==> src/rtl/segscan_ctrl.sv <==
// Time-multiplexed scan controller for a common-anode multi-digit 7-segment display.
// One shared hex decoder is sequenced across the digits with a blanking gap; writes commit on frame boundaries.

module segled (
    input  logic [3:0] hex,
    output logic [6:0] seg
);

    // Active-low segments, bit order {g,f,e,d,c,b,a}
    always_comb begin
        seg = 7'h7F;
        case (hex)
            4'h0: seg = 7'h40;
            4'h1: seg = 7'h79;
            4'h2: seg = 7'h24;
            4'h3: seg = 7'h30;
            4'h4: seg = 7'h19;
            4'h5: seg = 7'h12;
            4'h6: seg = 7'h02;
            4'h7: seg = 7'h78;
            4'h8: seg = 7'h00;
            4'h9: seg = 7'h10;
            4'hA: seg = 7'h08;
            4'hB: seg = 7'h03;
            4'hC: seg = 7'h46;
            4'hD: seg = 7'h21;
            4'hE: seg = 7'h06;
            4'hF: seg = 7'h0E;
        endcase
    end

endmodule

module segscan_ctrl #(
    parameter int NDIGITS   = 4,
    parameter int DIV       = 1000,
    parameter int BLANK_CYC = 16
) (
    input  logic                   clk,
    input  logic                   rst_n,
    input  logic                   en,
    input  logic                   load,
    input  logic [4*NDIGITS-1:0]   value,
    input  logic [NDIGITS-1:0]     dp_in,
    input  logic                   lzs,
    output logic [6:0]             seg,
    output logic                   dp,
    output logic [NDIGITS-1:0]     an,
    output logic                   frame_done,
    output logic                   pending
);

    localparam int VAL_W   = 4 * NDIGITS;
    localparam int CNT_MAX = (DIV > BLANK_CYC) ? DIV : BLANK_CYC;
    localparam int CNT_W   = $clog2(CNT_MAX + 1);
    localparam int DIG_W   = $clog2(NDIGITS);

    localparam logic [CNT_W-1:0] BLANK_LAST = CNT_W'(BLANK_CYC - 1);
    localparam logic [CNT_W-1:0] SHOW_LAST  = CNT_W'(DIV - 1);
    localparam logic [DIG_W-1:0] DIG_LAST   = DIG_W'(NDIGITS - 1);

    typedef enum logic {
        ST_BLANK = 1'b0,
        ST_SHOW  = 1'b1
    } state_t;

    state_t               state_q, state_d;
    logic [CNT_W-1:0]     cnt_q, cnt_d;
    logic [DIG_W-1:0]     digit_q, digit_d;
    logic [VAL_W-1:0]     shadow_val_q, shadow_val_d;
    logic [NDIGITS-1:0]   shadow_dp_q, shadow_dp_d;
    logic [VAL_W-1:0]     disp_val_q, disp_val_d;
    logic [NDIGITS-1:0]   disp_dp_q, disp_dp_d;
    logic                 pending_q, pending_d;
    logic [6:0]           seg_q, seg_d;
    logic                 dp_q, dp_d;
    logic [NDIGITS-1:0]   an_q, an_d;
    logic                 frame_done_q, frame_done_d;

    logic                 phase_last;
    logic                 wrap;
    logic                 commit;
    logic [3:0]           nibble;
    logic [6:0]           dec_seg;
    logic [NDIGITS-1:0]   supp;
    logic                 zero_run;

    always_comb begin
        phase_last = (state_q == ST_BLANK) ? (cnt_q == BLANK_LAST) : (cnt_q == SHOW_LAST);
        wrap       = (state_q == ST_SHOW) && (cnt_q == SHOW_LAST) && (digit_q == DIG_LAST);
        commit     = en && wrap && pending_q;
        nibble     = disp_val_q[{digit_q, 2'b00} +: 4];
    end

    segled u_segled (
        .hex (nibble),
        .seg (dec_seg)
    );

    // A digit is blanked while everything from the top down to it is zero and it has no dp
    always_comb begin
        supp     = '0;
        zero_run = 1'b1;
        for (int i = NDIGITS - 1; i >= 1; i--) begin
            zero_run = zero_run & (disp_val_q[4*i +: 4] == 4'h0);
            supp[i]  = lzs & zero_run & ~disp_dp_q[i];
        end
    end

    always_comb begin
        state_d = state_q;
        cnt_d   = cnt_q;
        digit_d = digit_q;
        if (!en) begin
            state_d = ST_BLANK;
            cnt_d   = '0;
            digit_d = '0;
        end else if (phase_last) begin
            cnt_d = '0;
            if (state_q == ST_BLANK) begin
                state_d = ST_SHOW;
            end else begin
                state_d = ST_BLANK;
                digit_d = (digit_q == DIG_LAST) ? '0 : digit_q + 1'b1;
            end
        end else begin
            cnt_d = cnt_q + 1'b1;
        end
    end

    // Outputs are derived from the current sequencer state and registered once
    always_comb begin
        seg_d        = 7'h7F;
        dp_d         = 1'b1;
        an_d         = '1;
        frame_done_d = en & wrap;
        if (en && (state_q == ST_SHOW) && !supp[digit_q]) begin
            seg_d          = dec_seg;
            dp_d           = ~disp_dp_q[digit_q];
            an_d[digit_q]  = 1'b0;
        end
    end

    // A load coinciding with the commit still lands in shadow and stays pending
    always_comb begin
        shadow_val_d = shadow_val_q;
        shadow_dp_d  = shadow_dp_q;
        disp_val_d   = disp_val_q;
        disp_dp_d    = disp_dp_q;
        pending_d    = pending_q;
        if (commit) begin
            disp_val_d = shadow_val_q;
            disp_dp_d  = shadow_dp_q;
            pending_d  = 1'b0;
        end
        if (load) begin
            shadow_val_d = value;
            shadow_dp_d  = dp_in;
            pending_d    = 1'b1;
        end
    end

    always_ff @(posedge clk or negedge rst_n) begin
        if (!rst_n) begin
            state_q      <= ST_BLANK;
            cnt_q        <= '0;
            digit_q      <= '0;
            shadow_val_q <= '0;
            shadow_dp_q  <= '0;
            disp_val_q   <= '0;
            disp_dp_q    <= '0;
            pending_q    <= 1'b0;
            seg_q        <= 7'h7F;
            dp_q         <= 1'b1;
            an_q         <= '1;
            frame_done_q <= 1'b0;
        end else begin
            state_q      <= state_d;
            cnt_q        <= cnt_d;
            digit_q      <= digit_d;
            shadow_val_q <= shadow_val_d;
            shadow_dp_q  <= shadow_dp_d;
            disp_val_q   <= disp_val_d;
            disp_dp_q    <= disp_dp_d;
            pending_q    <= pending_d;
            seg_q        <= seg_d;
            dp_q         <= dp_d;
            an_q         <= an_d;
            frame_done_q <= frame_done_d;
        end
    end

    assign seg        = seg_q;
    assign dp         = dp_q;
    assign an         = an_q;
    assign frame_done = frame_done_q;
    assign pending    = pending_q;

endmodule

==> config.mk <==
export PLATFORM = sky130hd
export DESIGN_NAME = segscan_ctrl
export DESIGN_NICKNAME = d
export VERILOG_FILES = /design/src/rtl/segscan_ctrl.sv
export SDC_FILE = /design/constraint.sdc
export NUM_CORES = 1
export LEC_CHECK = 0
export BUFFER_PORTS_ARGS = -buffer_cell sky130_fd_sc_hd__clkbuf_2
export CORE_UTILIZATION = 25
export CTS_CLUSTER_DIAMETER = 200
export CTS_CLUSTER_SIZE = 24
export DETAILED_ROUTE_END_ITERATION = 7
export GPL_TIMING_DRIVEN = 0
export SLEW_MARGIN = 20
export SYNTH_ARGS = -nofsm -noshare
export SYNTH_HDL_FRONTEND = slang
export SYNTH_HIERARCHICAL = 1
export SYNTH_SLANG_ARGS = --single-unit
==> constraint.sdc <==
create_clock -name clk -period 3.1 [get_ports clk]
set_input_delay 0.62 -clock clk [delete_from_list [all_inputs] [get_ports clk]]
set_output_delay 0.62 -clock clk [all_outputs]
set_load 0.01 [all_outputs]
==> out/qor.txt <==
IO Count = 39
number of detailed-route iterations in the first pass = 4
TritonCTS clock tree = done
total length of routed wires = 6461 um
area share of the largest cell type after synthesis = 0.4285
f_max = 0.4444 GHz
Worst Setup Path Type = register to register
Final Skew = 10.28 ps
final setup vio count = 0
Buffers on Ports = 38
dominant cell by count in the synthesized netlist = sky130_fd_sc_hd__dfrtp_1
Switching Power = 0.0004789 W
portion of total power attributed to the clock network = 0.461
post-synth top area cell = sky130_fd_sc_hd__dfrtp_1
max cap viols = 0
Clock H-tree levels = 3
launching element type of the critical path = register
total number of clock tree sinks = 67
Pwr per Cell Area = 526.5 mW/mm2
fraction of power consumed by combinational cells = 0.087
drt wl/cell = 13.55 um
Via-to-Cell Ratio = 4.423
maximum number of pins on one net before global-route repair = 51
setup repair after global routing missed its margin = false
LEAKAGE = 1.778 nW
setup tns final = 0 ps
die width = 115.3 um
Longest Clk Path Bufs = 2
register share of total power = 0.452
fraction of layout instances using a drive strength above 1 = 0.3574
worst ir drop on vdd = 0.2454 mV
Worst Path Required = 3340 ps
wire length of the first global-routing pass = 10950 um
data arrival time at the worst-slack endpoint = 2490 ps
met2 track utilization from global routing = 0.1756
insertion delay to the later sink of the worst-skew pair = 330 ps
Post-CTS Hold Buffers = 0
number of synthesized flops with an enable pin = 0
top cells by count, synth = 55 x sky130_fd_sc_hd__dfrtp_1, 21 x sky130_fd_sc_hd__mux2_2, 20 x sky130_fd_sc_hd__mux2_1, 14 x sky130_fd_sc_hd__o31ai_1
initial antenna violation count = 0
count of standard-cell rows = 41
sequential cell area fraction in the yosys report = 0.5267
Critical Path Fanout Max = 10
via count of the first global-routing pass = 2160
clock transition at the registers of the reported paths = 60 ps
TritonCTS buffer count = 9
vias after detailed routing = 2110
number of resized instances in the post-cts repair step = 0
async set-reset flop share out of synthesis = 1.000
flip-flop and latch count after synthesis = 67
area added between synthesis and finish = 22.63%
number of cells on the worst reg-to-reg path = 8
post-route fraction of the period consumed by the critical path = 0.7259
Mapped Nets = 287
internal cell power = 0.001595 W
global-route met3 utilization = 0.04375
Unique masters post-synth = 54
Die Outline Area = 0.01330 mm2
synth warn = 6
number of slew-limit violations in the final report = 0
Synth Area per Inst = 12.85 um2
GR Layer Usage met1 = 0.1323
Gate Count Post-Synth = 250
prevailing post-synth register cell = sky130_fd_sc_hd__dfrtp_1
switching share of power = 0.2309
die height = 115.3 um
gp weighted congestion = 0.7947
count of antenna diodes in the layout = 0
shortest period the worst path allows = 2250 ps
# DRC = 0
relative max-transition margin = 0.5921
Critical Path End Type = register
Least-Margin Pin Slew = 611.8 ps
count of final hold-check violations = 0
Syn Std Cell Area = 0.003212 mm2
Final ANT Viol Nets = 0
synth top area cells = sky130_fd_sc_hd__dfrtp_1 43%, sky130_fd_sc_hd__dfstp_2 9.8%, sky130_fd_sc_hd__mux2_2 7.4%
Hold WC Path Type = input port to async pin
Clk Tree Root Cell = sky130_fd_sc_hd__clkbuf_16
drt first-iter violations = 112
final net count = 337
Power, Total = 0.002074 W
Layout Cells excl Fill = 477
result of the run = complete, no violations
Starting Density = 0.2555
Tot GR Track Use = 0.1086
total overflow reported by the global router = 0
post-placement cell count = 461
area of the core = 0.01257 mm2
half-perimeter wire length of the detailed placement result = 4802 um
Post CTS Setup Buffer Count = 0
layer with the highest usage = met2
worst max-delay path, stage by stage (launching register included):
cell	delay [ps]
sky130_fd_sc_hd__dfrtp_1	380
sky130_fd_sc_hd__buf_2	270
sky130_fd_sc_hd__mux4_2	620
sky130_fd_sc_hd__ha_1	230
sky130_fd_sc_hd__or2_1	220
sky130_fd_sc_hd__a21oi_1	160
sky130_fd_sc_hd__a31oi_1	70
sky130_fd_sc_hd__nor2_1	140
sky130_fd_sc_hd__o31ai_1	90
through the flow:
| step | setup slack (ps) | area [um2] | hold slack, ps | util |
|---|---|---|---|---|
| after floorplan | 1088 | 3212 | 324.4 | - |
| after global placement | 918.9 | 3617 | 476.9 | 0.2878 |
| after detailed placement | 883.3 | 3647 | 479.4 | 0.2902 |
| after CTS | 866.2 | 3939 | 184.1 | 0.3134 |
| after global routing | 665.4 | 3939 | 190.4 | 0.3134 |
| final | 849.9 | 3939 | 186.6 | 0.3134 |
flip-flops by register name, indices dropped and copies added, names as in the netlist:
| register | count |
|---|---|
| pending | 1 |
| cnt_q | 10 |
| disp_val_q | 16 |
| an | 4 |
| shadow_val_q | 16 |
| frame_done | 1 |
| state_q | 1 |
| digit_q | 2 |
| dp | 1 |
| disp_dp_q | 4 |
| shadow_dp_q | 4 |
| seg | 7 |
cell type report:
type,count,area [um2]
clock buffer,13,270.3
sequential,67,1692
inverter,9,33.78
multi-input combinational,160,1411
timing repair buffer,39,220.2
clock inverter,3,21.27
tap,172,215.2
buffer,14,75.07
fill,1273,8630
metal layers:
metal,vias up,wire (um)
li1,1014,-
met1,1050,2904
met2,37,3153
met3,9,337
met4,0,66
met5,-,0
power by group through the flow:
stage	clock, W	combinational, W	sequential, W
CTS	0.000983	0.000182	0.000937
floorplan	0	0.000118	0.000943
detailed placement	0	0.000182	0.000953
global route	0.00103	0.000203	0.000942
finish	0.000957	0.000180	0.000937
global placement	0	0.000171	0.000950
worst paths after layout:
check                                 from             end  slack (ps)
hold reg to reg            shadow_val_q[7]   disp_val_q[7]         490
max in group asynchronous            rst_n  disp_val_q[10]        2390
setup / recovery                digit_q[0]          seg[3]         850
setup reg to reg                digit_q[0]          seg[3]         850
hold / removal                       rst_n        cnt_q[5]         190
min in group clk           shadow_val_q[7]   disp_val_q[7]         490
cell families after synthesis:
logic type               count (synthesis)  share of synthesized area
buffers and inverters                   23                    0.03389
AND/OR/NAND/NOR                         57                     0.1087
AO/OA/AOI/OAI                           39                    0.08765
flip-flops                              67                     0.5267
XOR/XNOR                                 3                   0.008182
adder cells (fa/ha/maj)                 12                    0.04675
multiplexers                            49                     0.1882
cells in the final DEF (no fill, tap or decap), types with 3 or more instances in the layout:
cell type	count
sky130_fd_sc_hd__inv_1	8
sky130_fd_sc_hd__xor2_1	3
sky130_fd_sc_hd__mux2_2	21
sky130_fd_sc_hd__mux2_1	20
sky130_fd_sc_hd__nor4_1	3
sky130_fd_sc_hd__nand2_1	11
sky130_fd_sc_hd__ha_1	12
sky130_fd_sc_hd__mux2i_1	3
sky130_fd_sc_hd__clkbuf_16	9
sky130_fd_sc_hd__clkbuf_8	3
sky130_fd_sc_hd__clkbuf_1	8
sky130_fd_sc_hd__dfrtp_1	55
sky130_fd_sc_hd__clkbuf_2	38
sky130_fd_sc_hd__o21ai_0	6
sky130_fd_sc_hd__dfstp_2	12
sky130_fd_sc_hd__or3_1	4
sky130_fd_sc_hd__and3_1	4
sky130_fd_sc_hd__nor3_1	4
sky130_fd_sc_hd__a211oi_1	4
sky130_fd_sc_hd__buf_4	3
sky130_fd_sc_hd__mux4_2	5
sky130_fd_sc_hd__o31ai_1	14
sky130_fd_sc_hd__nand3_1	6
sky130_fd_sc_hd__nor2_1	7
Note: power is estimated with default switching activity, not from simulation.
